===== src/rtl/cpu_mem_pkg.sv =====
// cpu_mem_pkg: shared types and defaults for the memory-access stage.
//   memState_t          FSM encoding (IDLE, RD_WAIT, WR_WAIT, DONE)
//   ADDR_W_DEF          default MAR / memory address width
//   DATA_W_DEF          default bus / memory data width
//   TIMEOUT_CYCLES_DEF  default wait-state limit (MEM_TIMEOUT_EN builds only)
package cpu_mem_pkg;

    typedef enum logic [1:0] {
        IDLE    = 2'd0,
        RD_WAIT = 2'd1,
        WR_WAIT = 2'd2,
        DONE    = 2'd3
    } memState_t;

    localparam int ADDR_W_DEF         = 9;
    localparam int DATA_W_DEF         = 32;
    localparam int TIMEOUT_CYCLES_DEF = 16;

endpackage


===== src/rtl/mem_wait_timer.sv =====
// mem_wait_timer: wait-state counter for a pending memory transaction.
// Ports:
//   clock   rising-edge clock
//   clear   synchronous active-high reset
//   start   zero the count (a transaction is being accepted)
//   enable  count this cycle (waiting and no ack)
//   expire  this edge ends the LIMIT-th unacknowledged wait cycle
module mem_wait_timer #(
    parameter int LIMIT = 16
) (
    input  logic clock,
    input  logic clear,
    input  logic start,
    input  logic enable,
    output logic expire
);
    localparam int CNT_W = (LIMIT > 1) ? $clog2(LIMIT) : 1;

    logic [CNT_W-1:0] count;

    always_ff @(posedge clock) begin
        if (clear || start) begin
            count <= '0;
        end else if (enable) begin
            count <= count + 1'b1;
        end
    end

    // count holds the number of wait cycles already elapsed, so the
    // LIMIT-th one is the cycle in which count == LIMIT-1.
    assign expire = enable && (count == CNT_W'(LIMIT - 1));

endmodule


===== src/rtl/mem_access_unit.sv =====
// mem_access_unit: memory-access stage behind the bus mux. Captures
// BusMuxOut into MAR/MDR and runs ready/ack read and write transactions.
// Optional macro MEM_TIMEOUT_EN adds a wait-state timeout that raises err.
// Ports:
//   clock, clear        clock, synchronous active-high reset
//   BusMuxOut           bus value; MARin/MDRin load MAR/MDR (IDLE only)
//   rd_req, wr_req      one-cycle request strobes (read wins if both)
//   mem_rdata, mem_ack  memory read data and completion handshake
//   BusMuxInMDR         MDR value back to the bus mux
//   mem_addr, mem_wdata MAR and MDR driven to memory
//   mem_rd, mem_wr      memory request levels
//   busy, done, err     in-progress, one-cycle completion, timeout flag
module mem_access_unit
    import cpu_mem_pkg::*;
#(
    parameter int ADDR_W = ADDR_W_DEF,
    parameter int DATA_W = DATA_W_DEF
`ifdef MEM_TIMEOUT_EN
   ,parameter int TIMEOUT_CYCLES = TIMEOUT_CYCLES_DEF
`endif
) (
    input  logic              clock,
    input  logic              clear,
    input  logic [DATA_W-1:0] BusMuxOut,
    input  logic              MARin,
    input  logic              MDRin,
    input  logic              rd_req,
    input  logic              wr_req,
    input  logic [DATA_W-1:0] mem_rdata,
    input  logic              mem_ack,
    output logic [DATA_W-1:0] BusMuxInMDR,
    output logic [ADDR_W-1:0] mem_addr,
    output logic [DATA_W-1:0] mem_wdata,
    output logic              mem_rd,
    output logic              mem_wr,
    output logic              busy,
    output logic              done,
    output logic              err
);
    memState_t         state, nextState;
    logic [ADDR_W-1:0] marReg;
    logic [DATA_W-1:0] mdrReg;
    logic              isIdle, waiting, accept, timerExpire;

    assign isIdle  = (state == IDLE);
    assign waiting = (state == RD_WAIT) || (state == WR_WAIT);
    assign accept  = isIdle && (rd_req || wr_req);

`ifdef MEM_TIMEOUT_EN
    logic errReg;

    mem_wait_timer #(.LIMIT(TIMEOUT_CYCLES)) uWaitTimer (
        .clock  (clock),
        .clear  (clear),
        .start  (accept),
        .enable (waiting && !mem_ack),
        .expire (timerExpire)
    );

    // Sticky until the next accepted request; an ack on the expiry edge
    // suppresses expire through the timer's enable, so ack wins.
    always_ff @(posedge clock) begin
        if (clear || accept) begin
            errReg <= 1'b0;
        end else if (timerExpire) begin
            errReg <= 1'b1;
        end
    end
    assign err = errReg;
`else
    assign timerExpire = 1'b0;
    assign err         = 1'b0;
`endif

    always_ff @(posedge clock) begin
        if (clear) begin
            state <= IDLE;
        end else begin
            state <= nextState;
        end
    end

    always_comb begin
        nextState = state;
        unique case (state)
            IDLE: begin
                if (rd_req) begin
                    nextState = RD_WAIT;
                end else if (wr_req) begin
                    nextState = WR_WAIT;
                end
            end
            RD_WAIT, WR_WAIT: begin
                if (mem_ack || timerExpire) begin
                    nextState = DONE;
                end
            end
            DONE:    nextState = IDLE;
            default: nextState = IDLE;
        endcase
    end

    // MAR/MDR only follow the bus while idle so that address and write
    // data stay stable for the whole transaction.
    always_ff @(posedge clock) begin
        if (clear) begin
            marReg <= '0;
            mdrReg <= '0;
        end else begin
            if (isIdle && MARin) begin
                marReg <= BusMuxOut[ADDR_W-1:0];
            end
            if (isIdle && MDRin) begin
                mdrReg <= BusMuxOut;
            end else if ((state == RD_WAIT) && mem_ack) begin
                mdrReg <= mem_rdata;
            end
        end
    end

    assign BusMuxInMDR = mdrReg;
    assign mem_addr    = marReg;
    assign mem_wdata   = mdrReg;
    assign mem_rd      = (state == RD_WAIT);
    assign mem_wr      = (state == WR_WAIT);
    assign busy        = !isIdle;
    assign done        = (state == DONE);

endmodule


===== config.mk =====
export PLATFORM = sky130hd
export DESIGN_NAME = mem_access_unit
export DESIGN_NICKNAME = d
export VERILOG_FILES = /design/src/rtl/cpu_mem_pkg.sv /design/src/rtl/mem_wait_timer.sv /design/src/rtl/mem_access_unit.sv
export SDC_FILE = /design/constraint.sdc
export NUM_CORES = 1
export LEC_CHECK = 0
export CAP_MARGIN = 20
export CORE_ASPECT_RATIO = 0.8
export CORE_MARGIN = 4
export CORE_UTILIZATION = 41
export CTS_BUF_LIST = sky130_fd_sc_hd__clkbuf_8
export CTS_CLUSTER_DIAMETER = 80
export DETAILED_ROUTE_END_ITERATION = 12
export GPL_TIMING_DRIVEN = 0
export PLACE_DENSITY = 0.85
export SYNTH_ARGS = -nofsm -noshare
export SYNTH_HDL_FRONTEND = slang
export SYNTH_SLANG_ARGS = --single-unit
export TNS_END_PERCENT = 10

===== constraint.sdc =====
create_clock -name clock -period 2.8 [get_ports clock]
set_input_delay 0.56 -clock clock [delete_from_list [all_inputs] [get_ports clock]]
set_output_delay 0.56 -clock clock [all_outputs]
set_load 0.005 [all_outputs]

* After elaboration in Yosys (flattened, before gate mapping) *
Index checks and enable logic that the tools add are counted.

storage, ports and cells
  word-level logic and storage cells = 22
  bits in registers = 43
  output and inout bits = 78
  input port bits = 71

cells by class
  reductions and logical operators = 8
  mux-type cells = 6
  equal/unequal tests = 5

operators with widths
  operator              count
  $mux W32              2
  $mux W2               3
  $pmux W2 S3           1
  $eq A2 B2 Y1 const B  2
  $logic_and A1 B1 Y1   3
  $ne A3 B3 Y1 const B  1
  $eq A2 B1 Y1 const B  1
  $logic_not A2 Y1      1
  $ne A2 B2 Y1 const B  1
  $reduce_and A2 Y1     1
  $reduce_bool A2 Y1    1
  $reduce_or A2 Y1      1
  $logic_not A1 Y1      1

* Depth between registers and ports, before layout *
  depth in word-level cells = 4
  gate-level depth with buffers = 8
  mapped depth without buffers = 5

* Worst setup path before layout *
No wires, ideal clock.

  kind = reg-to-output
  start point = reg state[0]
  end point = out busy
  arrival time = 1.020 ns
  required time = 2.240 ns
  path buffers = 2
  slack = 1.220 ns
  stages on the path, launching flop included = 6
  cell sequence = dfxtp_1 > inv_1 > ha_1 > buf_4 > clkbuf_1 > inv_1

on the way
  longest elaborated chain between the ends = 2

RTL lines
  what                    line                    text
  start, declared         mem_access_unit.sv:40   memState_t state, nextState;
  start signal, assigned  mem_access_unit.sv:79   state <= nextState;
  $logic_not A2 Y1        mem_access_unit.sv:45   assign isIdle = (state == IDLE);
  $logic_not A1 Y1        mem_access_unit.sv:126  assign busy = !isIdle;
  end, declared           mem_access_unit.sv:36   output logic busy,

No other way between the ends.

* Final worst setup path *
Ends and elaborated chain as after synthesis.

==> out/qor.txt <==
status: completed
#FFs+latches synth: 43
area delta synth->final: 68.3%
Sequential Power Share: 27.4%
WL/cell: 15.4 microns
crit path capture type: output port
Clk pwr share: 15.1%
HP Class: reg2reg
via/cell ratio: 5.01
RR Startpoint: state[0]$_SDFFE_PP0P_
Detailed Place HPWL: 6300 microns
Comb pwr share: 57.5%
die width: 94.0 microns
fillcell total: 445
Final Hold Violating Endpoints: 0
CTS buffer count: 5
PD cells: 822 nW/um^2
die height: 76.8 microns
Via Count: 2556
Seq/Total Area, Yosys: 35.5%
CTS Buffer Depth: 2
antenna violations before repair: 0
GP Congestion: 0.796
Simple-Gate Fraction of Synth Area: 21.6%
Post-DRT Antenna Nets: 0
clock-pin slew on the worst setup and hold paths: 0.08 ns
Final WS setup: 0.286 ns
die area: 7220 sq um
commonest cells after routing, fill and taps aside: clkdlybuf4s50_1 (144), nand2_1 (44), dfxtp_1 (43)
most common cell after layout, fill and taps aside: clkdlybuf4s50_1
H-tree Lvls: 2
DR WL met2: 3970 microns
met1 WL: 3170 microns
Net Sw Frac: 34.6%
Slew @ Worst Pin: 0.727 ns
Worst VDD drop: 0.473 mV
Sw Pwr: 1160 uW
Layout Nets: 507
Synth Area per Inst: 8.66 sq um
placed inst area: 3960 sq um
final WL: 7850 microns
mapped cell area: 2420 sq um
fmax: 0.398 GHz
clock period minus worst slack: 2.51 ns
adder-cell area share of the yosys netlist: 2.58%
Post-CTS Hold Fix Bufs: 0
max_slew headroom: 51.5%
P_leak: 0.00158 uW
Worst Path Required: 2.24 ns
largest net degree at the start of global routing: 14
first-pass GRT wire length: 12400 microns
CTS tree: yes
Top-Level Pins: 149
Fin Setup TNS: 0 ns
critical path data arrival time: 1.95 ns
crit path kind: reg2out
routed wire length on met3: 633 microns
dpl ws: 0.612 ns
yosys warns: 0
Worst setup SP type: flop
multiplexer area fraction after synthesis: 0%
Initial DRC Count: 74
post-synthesis compound-gate area fraction: 23.1%
Setup Skew: 0.00580 ns
Final Cycle Share: 89.8%
unrepaired setup endpoints after global routing: false
grt ovf: 0
largest family of logic cells by synthesized area: compound AO/OA/AOI/OAI gates
IO buf count: 144
highest routed layer: met4
Yosys cell types: 22
setup bufs post-CTS: 0
Clock Sinks: 43
Clock Tree Root: clkbuf_8
Diodes inserted: 0
FP Rows: 24
XOR/XNOR Fraction of Synth Area: 0%
fraction of layout cells with a size suffix above 1: 19.7%
Mapped Nets: 356
first-pass iteration count of the detailed router: 4
Final setup viols: 0
GRT Total Usage: 21.3%
reg-to-reg slack, setup: 1.07 ns
vias in the first global route: 2433
drt drc: 0
Final Core Density: 73.1%
Initial Util: 43.4%
worst hold start: mem_addr[5]$_SDFFE_PP0P_
CTS resizes: 0
total of max-cap violations: 0
internal power: 2190 uW
Mapped Cells: 280
final instance area: 4080 sq um
Max FO, Critical Path: 10
max-slew violations: 0
clk_lat worst skew: 0.29 ns
Critical Path Start: state[0]$_SDFFE_PP0P_
area of the core: 5590 sq um
==> path summary, 6_finish.rpt <==
| check | end | cells after the start |
|---|---|---|
| setup reg to reg | BusMuxInMDR[31]$_SDFFE_PP0P_ | 6 |
| hold / removal | mem_addr[5]$_SDFFE_PP0P_ | 2 |
| hold reg to reg | mem_addr[5]$_SDFFE_PP0P_ | 2 |
| setup / recovery | busy | 6 |
==> cell families after synthesis <==
group	count (synthesis)
adders and majority gates	5
DFF	43
AOI/OAI and AO/OA	48
and+or+nand+nor	122
buffers and inverters	61
other	1
==> metrics by stage <==
step | instances | total power, uW | hold WS [ns]
3_5_place_dp | 502 | 2880 | 0.447
5_1_grt | 510 | 3560 | 0.477
3_3_place_gp | 502 | 2830 | 0.442
2_1_floorplan | 280 | 1950 | 0.453
6_report | 510 | 3350 | 0.457
4_1_cts | 510 | 3390 | 0.460
==> power groups by stage <==
| stage | Sequential [uW] | Clock [uW] | Combinational [uW] |
|---|---|---|---|
| floorplan | 921 | 0 | 1030 |
| global placement | 925 | 0 | 1910 |
| detailed placement | 936 | 0 | 1940 |
| CTS | 923 | 520 | 1940 |
| global route | 949 | 534 | 2080 |
| finish | 920 | 506 | 1930 |
==> per-layer routing <==
metal	global-route usage, %	vias to the layer above
li1	-	1241
met1	26.4	1215
met2	37.3	91
met3	5.19	9
met4	4.47	0
met5	0	-
==> cell type report <==
class,instances,area (sq um),area share (%)
Clock buffer,6,82.6,2.02
Tap cell,78,97.6,2.39
Inverter,3,11.3,0.276
Clock inverter,2,35.0,0.858
Sequential cell,43,861,21.1
Multi-Input combinational cell,176,1150,28.1
Timing Repair Buffer,144,1440,35.3
Buffer,58,404,9.90
==> sequential cells by signal, summed over array words and instances (netlist names) <==
register / count
state: 2
BusMuxInMDR: 32
mem_addr: 9
==> synth_stat cells, drive strengths merged <==
cell type,instances,area share (%)
buf,47,15
nand2,45,7.1
dfxtp,43,36
nand3,41,8.5
a311oi,32,19
nor2,32,5.0
a21oi,11,2.3
clkbuf,11,1.7
ha,5,2.6
inv,3,0.46
a211o,2,0.72
nand2b,2,0.52
o21ai,2,0.41
a22o,1,0.36
conb,1,0.15
nor2b,1,0.26
nor3b,1,0.31
==> worst max-delay path, stage by stage (launching register included) <==
cell,delay [ns]
dfxtp_1,0.39
inv_1,0.10
ha_1,0.20
buf_4,0.16
clkbuf_1,0.21
inv_1,0.10
clkdlybuf4s50_1,0.50
(Power assumes the default switching activity.)
